`src/rtl/latch_q_monitor.sv`:
```
// latch_q_monitor: synchronises and debounces a latch q output, tracks the
// clean level, and queues every accepted level change as a timestamped event
// in a first-word fall-through FIFO with a valid/ready handshake.
module latch_q_monitor #(
  parameter int STABLE_CYCLES = 4,
  parameter int TS_W          = 16,
  parameter int DEPTH         = 4
) (
  input  logic                     clk,
  input  logic                     rst_n,
  input  logic                     q_in,
  output logic                     level,
  output logic                     evt_valid,
  input  logic                     evt_ready,
  output logic                     evt_level,
  output logic [TS_W-1:0]          evt_ts,
  output logic [$clog2(DEPTH):0]   count,
  output logic                     overflow,
  input  logic                     clr_overflow
);

  localparam int AW    = $clog2(DEPTH);
  localparam int CNT_W = (STABLE_CYCLES > 1) ? $clog2(STABLE_CYCLES) : 1;

  localparam logic [CNT_W-1:0] CNT_LAST = CNT_W'(STABLE_CYCLES - 1);
  localparam logic [CNT_W-1:0] CNT_ONE  = CNT_W'(1);
  localparam logic [TS_W-1:0]  TS_ONE   = TS_W'(1);
  localparam logic [AW:0]      PTR_ONE  = (AW+1)'(1);
  localparam logic [AW:0]      FULL_CNT = (AW+1)'(DEPTH);

  // A sample is usable only when it is a clean 0 or 1; X/Z never counts.
  function automatic logic is_known(input logic b);
    return (b === 1'b0) || (b === 1'b1);
  endfunction

  logic              s1;
  logic              s2;
  logic [CNT_W-1:0]  cnt;
  logic [TS_W-1:0]   ts;
  logic              mismatch;
  logic              evt_push;

  logic [AW:0]       wr_ptr;
  logic [AW:0]       rd_ptr;
  logic              mem_level [DEPTH];
  logic [TS_W-1:0]   mem_ts    [DEPTH];
  logic              pop;
  logic              full;
  logic              wr_en;
  logic              ovf_set;

  // Stage 1/2: two-flop synchroniser, X/Z passed through unchanged
  always_ff @(posedge clk) begin
    if (!rst_n) begin
      s1 <= 1'b0;
      s2 <= 1'b0;
    end else begin
      s1 <= q_in;
      s2 <= s1;
    end
  end

  // Stage 3: debounce decision on the synchronised sample
  always_comb begin
    mismatch = is_known(s2) && (s2 !== level);
    evt_push = mismatch && (cnt == CNT_LAST);
  end

  // Stage 3: debounce counter and accepted level
  always_ff @(posedge clk) begin
    if (!rst_n) begin
      level <= 1'b0;
      cnt   <= '0;
    end else if (mismatch) begin
      if (cnt == CNT_LAST) begin
        level <= s2;
        cnt   <= '0;
      end else begin
        cnt <= cnt + CNT_ONE;
      end
    end else begin
      cnt <= '0;
    end
  end

  // Free-running timestamp; an event takes the pre-increment value
  always_ff @(posedge clk) begin
    if (!rst_n) begin
      ts <= '0;
    end else begin
      ts <= ts + TS_ONE;
    end
  end

  // Stage 4: FIFO control; a full FIFO still accepts a push if the head leaves
  always_comb begin
    count     = wr_ptr - rd_ptr;
    evt_valid = (count != '0);
    full      = (count == FULL_CNT);
    pop       = evt_valid && evt_ready;
    wr_en     = evt_push && (!full || pop);
    ovf_set   = evt_push && full && !pop;
    evt_level = mem_level[rd_ptr[AW-1:0]];
    evt_ts    = mem_ts[rd_ptr[AW-1:0]];
  end

  // Stage 4: FIFO pointers; storage is cleared so the head reads 0 after reset
  always_ff @(posedge clk) begin
    if (!rst_n) begin
      wr_ptr <= '0;
      rd_ptr <= '0;
      for (int i = 0; i < DEPTH; i++) begin
        mem_level[i] <= 1'b0;
        mem_ts[i]    <= '0;
      end
    end else begin
      if (wr_en) begin
        mem_level[wr_ptr[AW-1:0]] <= s2;
        mem_ts[wr_ptr[AW-1:0]]    <= ts;
        wr_ptr                    <= wr_ptr + PTR_ONE;
      end
      if (pop) begin
        rd_ptr <= rd_ptr + PTR_ONE;
      end
    end
  end

  // Sticky drop flag; a new drop outranks a clear in the same cycle
  always_ff @(posedge clk) begin
    if (!rst_n) begin
      overflow <= 1'b0;
    end else if (ovf_set) begin
      overflow <= 1'b1;
    end else if (clr_overflow) begin
      overflow <= 1'b0;
    end
  end

endmodule

```
`config.mk`:
```
export PLATFORM = sky130hd
export DESIGN_NAME = latch_q_monitor
export DESIGN_NICKNAME = d
export VERILOG_FILES = /design/src/rtl/latch_q_monitor.sv
export SDC_FILE = /design/constraint.sdc
export NUM_CORES = 1
export LEC_CHECK = 0
export BUFFER_PORTS_ARGS = -buffer_cell sky130_fd_sc_hd__buf_2
export CAP_MARGIN = 20
export CORE_UTILIZATION = 25
export CTS_BUF_LIST = sky130_fd_sc_hd__clkbuf_16
export CTS_CLUSTER_DIAMETER = 200
export CTS_CLUSTER_SIZE = 30
export DETAILED_ROUTE_END_ITERATION = 8
export HOLD_SLACK_MARGIN = 0.15
export RECOVER_POWER = 100
export SKIP_CTS_REPAIR_TIMING = 1
export SYNTH_ARGS = -nofsm -noshare
export SYNTH_HDL_FRONTEND = slang
export SYNTH_SLANG_ARGS = --single-unit
```
`constraint.sdc`:
```
create_clock -name clk -period 10.79 [get_ports clk]
set_input_delay 3.237 -clock clk [delete_from_list [all_inputs] [get_ports clk]]
set_output_delay 3.237 -clock clk [all_outputs]
set_load 0.02 [all_outputs]
```
==> impl_metrics.toml, run 1 <==
[floorplanning]
core.rowCount = 47
core_um2 = 16500
die_w_um = 132
initial_utilization_pct = 25.6
num_io_pins = 28
dieArea_um2 = 17400
die_h_um = 132

[synthesis]
synthTopCellsByCount = "edfxtp_1, and2_1, dfxtp_1"
avgSynthCellArea_um2 = 13.3
synthFlopType = "edfxtp_1"
synth_most_common_cell = "edfxtp_1"
synth.yosys.seq_area_share_pct = 61.8
netlist_top_cells_area = "edfxtp_1, dfxtp_1, and2_1, mux4_2, xor2_1"
yosysWarnings = 0
synth_edf_count = 65
synth_top_area_share_pct = 46.2
synthCells = 317
synth_top_area_cell = "edfxtp_1"
ys_ff_latch = 98
synth-async-reset-ratio_pct = 0
synthesis.nets = 328
synth_cell_types = 34
synth_area_um2 = 4230

[worst_setup_path]
path_class = "primary input to register"
critPathSlowestCell = "o311ai_0"
cp.required_ps = 10710
start_kind = "primary input"
end_kind = "register"
cp_cell_sequence = "clkbuf_1 > o311ai_0 > nor3_1 > nand2b_1"
crit_arrival_ps = 7030
cp_max_fo = 18
critPathMaxStageDelay_ps = 2100

[layout]
final_area_um2 = 4850
synthToLayoutAreaGrowth_pct = 14.9
fin_cells = 571
diodes = 0
final_layout_size_suffix_gt1_share_pct = 10.3
multi_input_area_um2 = 1490
fillers = 1656
seq_area_um2 = 2610
nets = 357

[clocking]
htreeDepth = 3
cts_buffers = 9
clk_pin_slew_worst_paths_ps = 60
root_buffer = "clkbuf_16"
clock_latency_ps = 340
clock-sinks = 98
cts.path.max_buffers = 2
cts_tree = "built"

[global_routing]
grt_pass1_wl_um = 12800
antenna_found_initial = 0
overflow = 0
grt_max_degree = 26
grt_usage_pct = 9.73
grt_pass1_vias = 2485

[power_and_ir_drop]
p_per_area_nw_per_um2 = 180
p_leak_uw = 0.00161
vdd_drop_max_mv = 0.121
power_uw = 875

[timing]
max_slew.worst_pin.slew_ps = 2670
fin_setup_tns_ps = 0
fin_crit_sh_pct = 65.9
slew_headroom_pct = -80.4
clock-skew-final_ps = 9.24
hold_slack_ps = 436
timing.fmax_mhz = 141
finalMaxSlewViolations = 37
hold_violations = 0
fin_crit_ps = 7110
setup_viol = 0
rsz0062_at_grt = "no"

[worst_hold_path]
hp-class = "register to register"

[routing]
viasPerCell = 4.22
remaining_drc_errors = 0
drt_pass1_iterations = 4
drtIter0Drc = 125
totalWireLength_um = 7960
vias = 2411
ant_nets = 0
post_drt_wl_per_cell_um = 13.9

[placed_design]
finalWeightedCongestion = 0.683
io_buffer_count = 27
dpl.hpwl_um = 5330
dpl.cell_count = 554
dpl-instance-area_um2 = 4630

[run_status]
status = "finished with violations"
violations = "capacitance limit, slew limit"

[flow_run]
maxCapViolations = 2
[where the power goes]
group	internal, uW	switching [uW]
combinational	51.0	83.1
clock	181	136
sequential	412	11.3
[metal layers]
layer | share of wire (%) | track usage (%)
met4 | 1.2 | 3.55
met1 | 46 | 11.9
met5 | 0 | 0
met2 | 49 | 16.2
met3 | 4.1 | 2.92
[placed cells by master, fill, tap and decap left out, drive strengths merged, types with 5 or more instances in the layout]
master  instances
edfxtp         65
ha              5
dfxtp          33
nand2          12
xor2            9
nor2           18
or3             6
nand3          12
inv            14
a21oi           6
mux4           17
o21ai          11
and2           64
clkbuf         40
nor3            6
[flip-flops by register name, indices dropped and copies added (netlist names), 2 cells and up, named ones only]
signal     cells
mem_level      4
mem_ts        64
cnt            2
ts            16
wr_ptr         3
rd_ptr         3
[per-stage QoR]
step / utilization [%] / setup WS (ps)
6_report: 29.4 / 3680
5_1_grt: 29.4 / 2910
4_1_cts: 29.8 / 5490
3_5_place_dp: 28.0 / 5250
3_3_place_gp: 27.9 / 5370
2_1_floorplan: - / 5420
[logic make-up after synthesis]
family,synth area share [%]
adders and majority gates,1.95
xor gates and xnor gates,3.02
and+or+nand+nor,17.5
AOI/OAI and AO/OA,3.20
buffers and inverters,2.49
DFF,61.8
muxes,10.0
[final timing paths]
| kind | cells after the start | endpoint | slack (ps) | from |
|---|---|---|---|---|
| setup / recovery | 4 | mem_ts[0][6] | 3680 | evt_ready |
| hold / removal | 1 | s2 | 440 | s1 |
| setup reg to reg | 7 | mem_ts[0][6] | 5320 | wr_ptr[0] |
| hold reg to reg | 1 | s2 | 440 | s1 |
[layout make-up]
cell class | count | area share, %
Multi-Input combinational cell | 192 | 30.7
Clock buffer | 9 | 4.64
Sequential cell | 98 | 53.8
Clock inverter | 7 | 1.55
Timing Repair Buffer | 34 | 2.76
Inverter | 11 | 0.851
Tap cell | 220 | 5.67
[worst max-delay path, delay by kind of cell]
kind,cells,cell delay (ps)
compound gates,1,2100
simple gates,2,1590
buf+inv,1,100
No activity file was read; power rests on OpenSTA's default activity.
==> run 2, diff against run 1 <==
Clock period 10.79 ns to 7.1 ns, I/O delays scaled along.
==> run 2 against run 1 <==
Against the previous run:
- the flow still finishes with violations (capacitance limit, slew limit)
- via count is 1.0% higher
- routed wire length increased by 0.82%
- critical path type unchanged
- global-route usage rose by 0.20 points
- sequential cell count did not move
- highest routed layer unchanged
- hold slack hardly changed
- clock-buffer cell count unchanged
==> impl_metrics.toml, run 2 (synthesis gave the netlist of run 1 again) <==
[routing]
drtIter0Drc = 176
vias = 2436
viasPerCell = 4.27
remaining_drc_errors = 0
post_drt_wl_per_cell_um = 14.1
totalWireLength_um = 8030
drt_pass1_iterations = 4
ant_nets = 0

[layout]
largest_reg_flops = 64
most-common-layout-cells = "edfxtp_1, and2_0, dfxtp_1, clkbuf_1, nor2_1"
final_layout_size_suffix_gt1_share_pct = 10.3
synthToLayoutAreaGrowth_pct = 14.6
final_area_um2 = 4840
diodes = 0
regMostFlops = "mem_ts"
nets = 357
top_regs = "mem_ts: 64 flops, ts: 16 flops, mem_level: 4 flops"
final_common_cell = "edfxtp_1"

[global_routing]
antenna_found_initial = 0
grt_usage_pct = 9.93
grt_pass1_vias = 2472
grt_max_degree = 26
grt_pass1_wl_um = 13100
overflow = 0

[floorplanning]
core_um2 = 16500
num_io_pins = 28
die_w_um = 132
dieArea_um2 = 17400
core.rowCount = 47
initial_utilization_pct = 25.6
die_h_um = 132

[timing]
max_slew.worst_pin.slew_ps = 1550
finalMaxSlewViolations = 18
timing.fmax_mhz = 206
fin_crit_sh_pct = 68.3
clock-skew-final_ps = 5.02
rsz0062_at_grt = "no"
fin_setup_tns_ps = 0
slew_headroom_pct = -3.97
fin_crit_ps = 4850
setup_viol = 0
hold_violations = 0

[worst_setup_path]
end_kind = "register"
crit_start = "rst_n"
path_class = "primary input to register"
cp_cell_sequence = "clkbuf_1 > nand2_1 > nor3_1 > nand2b_1"
reg2reg_setup_slack_ps = 3070
critPathBufInv = 1
rr_startpoint = "wr_ptr[0]"
cp_max_fo = 20
cp.required_ps = 7080
critPathMaxStageDelay_ps = 1200
critPathSlowestCell = "nor3_1"
start_kind = "primary input"
crit_arrival_ps = 4820
crit_family = "simple AND/OR/NAND/NOR gates"

[power_and_ir_drop]
vdd_drop_max_mv = 0.182
p_per_area_nw_per_um2 = 269
p_leak_uw = 0.00160

[run_status]
violations = "capacitance limit, slew limit"
status = "finished with violations"

[clocking]
cts_tree = "built"
clock-sinks = 98
clk_pin_slew_worst_paths_ps = 70
clock_latency_ps = 340
root_buffer = "clkbuf_16"
cts.path.max_buffers = 2
cts_buffers = 9
htreeDepth = 3

[worst_hold_path]
hp-class = "register to register"
hold_start = "s1"

[flow_run]
maxCapViolations = 1

[placed_design]
dpl.hpwl_um = 5350
finalWeightedCongestion = 0.683
io_buffer_count = 27
dpl-instance-area_um2 = 4630
-- run 2: path summary, 6_finish.rpt --
path | to | cells after the start
hold reg to reg | s2 | 1
setup reg to reg | mem_ts[0][1] | 7
setup / recovery | mem_ts[0][1] | 4
hold / removal | s2 | 1
-- run 2: final cells by class --
| type | instances | area, um2 |
|---|---|---|
| flip-flops and latches | 98 | 2610 |
| repair buffers | 34 | 134 |
| inverters | 11 | 41.3 |
| fillers | 1651 | 11700 |
| clock buffers | 9 | 225 |
| multi-input cells | 192 | 1500 |
| well taps | 220 | 275 |
| clock inverters | 6 | 51.3 |
-- run 2: through the flow --
stage	total power [uW]	hold WS [ps]	setup WS (ps)	util (%)	std cells
after floorplan	813	407	2840	-	317
after global placement	877	415	2790	27.9	552
after detailed placement	881	419	2650	28.0	554
after CTS	1330	438	2900	29.7	569
after global routing	1360	459	1710	29.3	570
final	1300	435	2250	29.3	570
-- run 2: power by group --
| part | leakage, uW | switching, uW | internal [uW] |
|---|---|---|---|
| registers | 0.000938 | 17.2 | 627 |
| logic | 0.000533 | 130 | 77.5 |
| clock network | 0.000126 | 212 | 240 |
| total | 0.00160 | 359 | 945 |
-- run 2: layer usage --
layer	GRT usage, %	part of all wire, %
met5	0	0
met4	3.68	1.4
met3	2.73	4.2
met2	16.3	47
met1	12.5	47
==> run 3, diff against run 2 <==
Clock period 7.1 ns to 4.2 ns, I/O delays scaled along.
==> run 3 against run 2 <==
Against the previous run:
- the run now ends clean
- power up 76%
- clock skew up 4.5 ps
- critical path depth up 1
- hold slack better by 6.3 ps
- die area unchanged
- design area up 1.0%
- clock-buffer cell count unchanged
- final cell count up 0.35%
- combinational power up 70%
- global-route usage up 0.10 points
- sequential cell count unchanged
- critical path type unchanged
- largest power group unchanged
- highest routed layer unchanged
==> impl_metrics.toml, run 3 (synthesis gave the netlist of run 1 again) <==
[run_status]
status = "finished, final reports clean"

[clocking]
root_buffer = "clkbuf_16"
clk_pin_slew_worst_paths_ps = 70
htreeDepth = 3
clock_latency_ps = 340
cts_buffers = 9
cts.path.max_buffers = 2
cts_tree = "built"
clock-sinks = 98

[routing]
vias = 2496
drtIter0Drc = 169
remaining_drc_errors = 0
drt_pass1_iterations = 4
viasPerCell = 4.36
post_drt_wl_per_cell_um = 14.3
ant_nets = 0
totalWireLength_um = 8190

[layout]
nets = 358
final_common_cell = "edfxtp_1"
top_regs = "mem_ts: 64 flops, ts: 16 flops, mem_level: 4 flops"
diodes = 0
most-common-layout-cells = "edfxtp_1, and2_0, dfxtp_1, clkbuf_1, and2_1"
regMostFlops = "mem_ts"
synthToLayoutAreaGrowth_pct = 15.8
final_area_um2 = 4890
fillers = 1644
largest_reg_flops = 64
final_layout_size_suffix_gt1_share_pct = 11.4

[worst_setup_path]
path_class = "primary input to register"
cp.required_ps = 4410
critPathSlowestCell = "inv_1"
end_kind = "register"
cp_cell_sequence = "clkbuf_1 > inv_1 > nor2_1 > clkbuf_1 > and2_0"
cp_max_fo = 25
crit_family = "buffers and inverters"
crit_arrival_ps = 3530
critPathBufInv = 3
start_kind = "primary input"
crit_top_cell = "clkbuf_1"
critPathMaxStageDelay_ps = 640

[power_and_ir_drop]
vdd_drop_max_mv = 0.294
p_leak_uw = 0.00164
power_frac_seq_pct = 47.5
p_switching_uw = 621
p_per_area_nw_per_um2 = 468
combPwrFrac_pct = 15.4
switching_share_pct = 27.1
p_clk_share_pct = 37.1
internal-power_uw = 1670

[global_routing]
grt_usage_pct = 10.0
grt_pass1_wl_um = 13400
overflow = 0
grt_max_degree = 26
grt_pass1_vias = 2540
antenna_found_initial = 0

[timing]
fin_setup_tns_ps = 0
setup_viol = 0
timing.fmax_mhz = 301
clock-skew-final_ps = 9.56
rsz0062_at_grt = "no"
max_slew.worst_pin.slew_ps = 1180
hold_violations = 0
fin_crit_ps = 3320
slew_headroom_pct = 21.3
finalMaxSlewViolations = 0
fin_crit_sh_pct = 79.1

[floorplanning]
dieArea_um2 = 17400
core.rowCount = 47
core_um2 = 16500
die_h_um = 132
initial_utilization_pct = 25.6
die_w_um = 132
num_io_pins = 28

[placed_design]
finalWeightedCongestion = 0.737
io_buffer_count = 27
dpl-instance-area_um2 = 4640
dpl.hpwl_um = 5380

[flow_run]
maxCapViolations = 0

[worst_hold_path]
hp-class = "register to register"
## run 3: worst paths after layout
path / from / to / slack [ps] / cells after the start
worst max-delay path: rst_n / mem_ts[3][2] / 880 / 5
worst min-delay path: s1 / s2 / 440 / 1
worst max register to register: wr_ptr[0] / mem_ts[3][9] / 940 / 7
worst min register to register: s1 / s2 / 440 / 1
## run 3: stage by stage
| step | hold WS [ps] | setup slack (ps) | power (uW) | cells | utilization, % |
|---|---|---|---|---|---|
| global placement | 415 | 1080 | 1480 | 555 | 28.0 |
| CTS | 445 | 897 | 2330 | 572 | 30.0 |
| floorplan | 407 | 751 | 1370 | 317 | - |
| detailed placement | 427 | 980 | 1490 | 556 | 28.1 |
| finish | 442 | 878 | 2290 | 572 | 29.6 |
| global route | 467 | 541 | 2380 | 572 | 29.6 |
## run 3: layout make-up
cell class	instances	area, um2	share of cell area (%)
inverter	11	41.3	0.844
multi-input combinational	192	1510	30.8
clock inverter	7	87.6	1.79
sequential	98	2610	53.4
tap	220	275	5.63
clock buffer	9	225	4.60
timing repair buffer	35	143	2.92
## run 3: power by group through the flow
stage	clock, uW	sequential [uW]	combinational (uW)
floorplan	0	1090	282
global placement	0	1110	375
detailed placement	0	1110	380
CTS	866	1090	380
global route	901	1090	388
finish	850	1090	351
## run 3: routing by layer
| metal | vias up | GRT usage, % | wire length (um) |
|---|---|---|---|
| li1 | 1200 | - | - |
| met1 | 1248 | 12.3 | 3730 |
| met2 | 36 | 17.1 | 4050 |
| met4 | 0 | 4.07 | 152 |
| met5 | - | 0 | 0 |
| met3 | 12 | 2.23 | 245 |
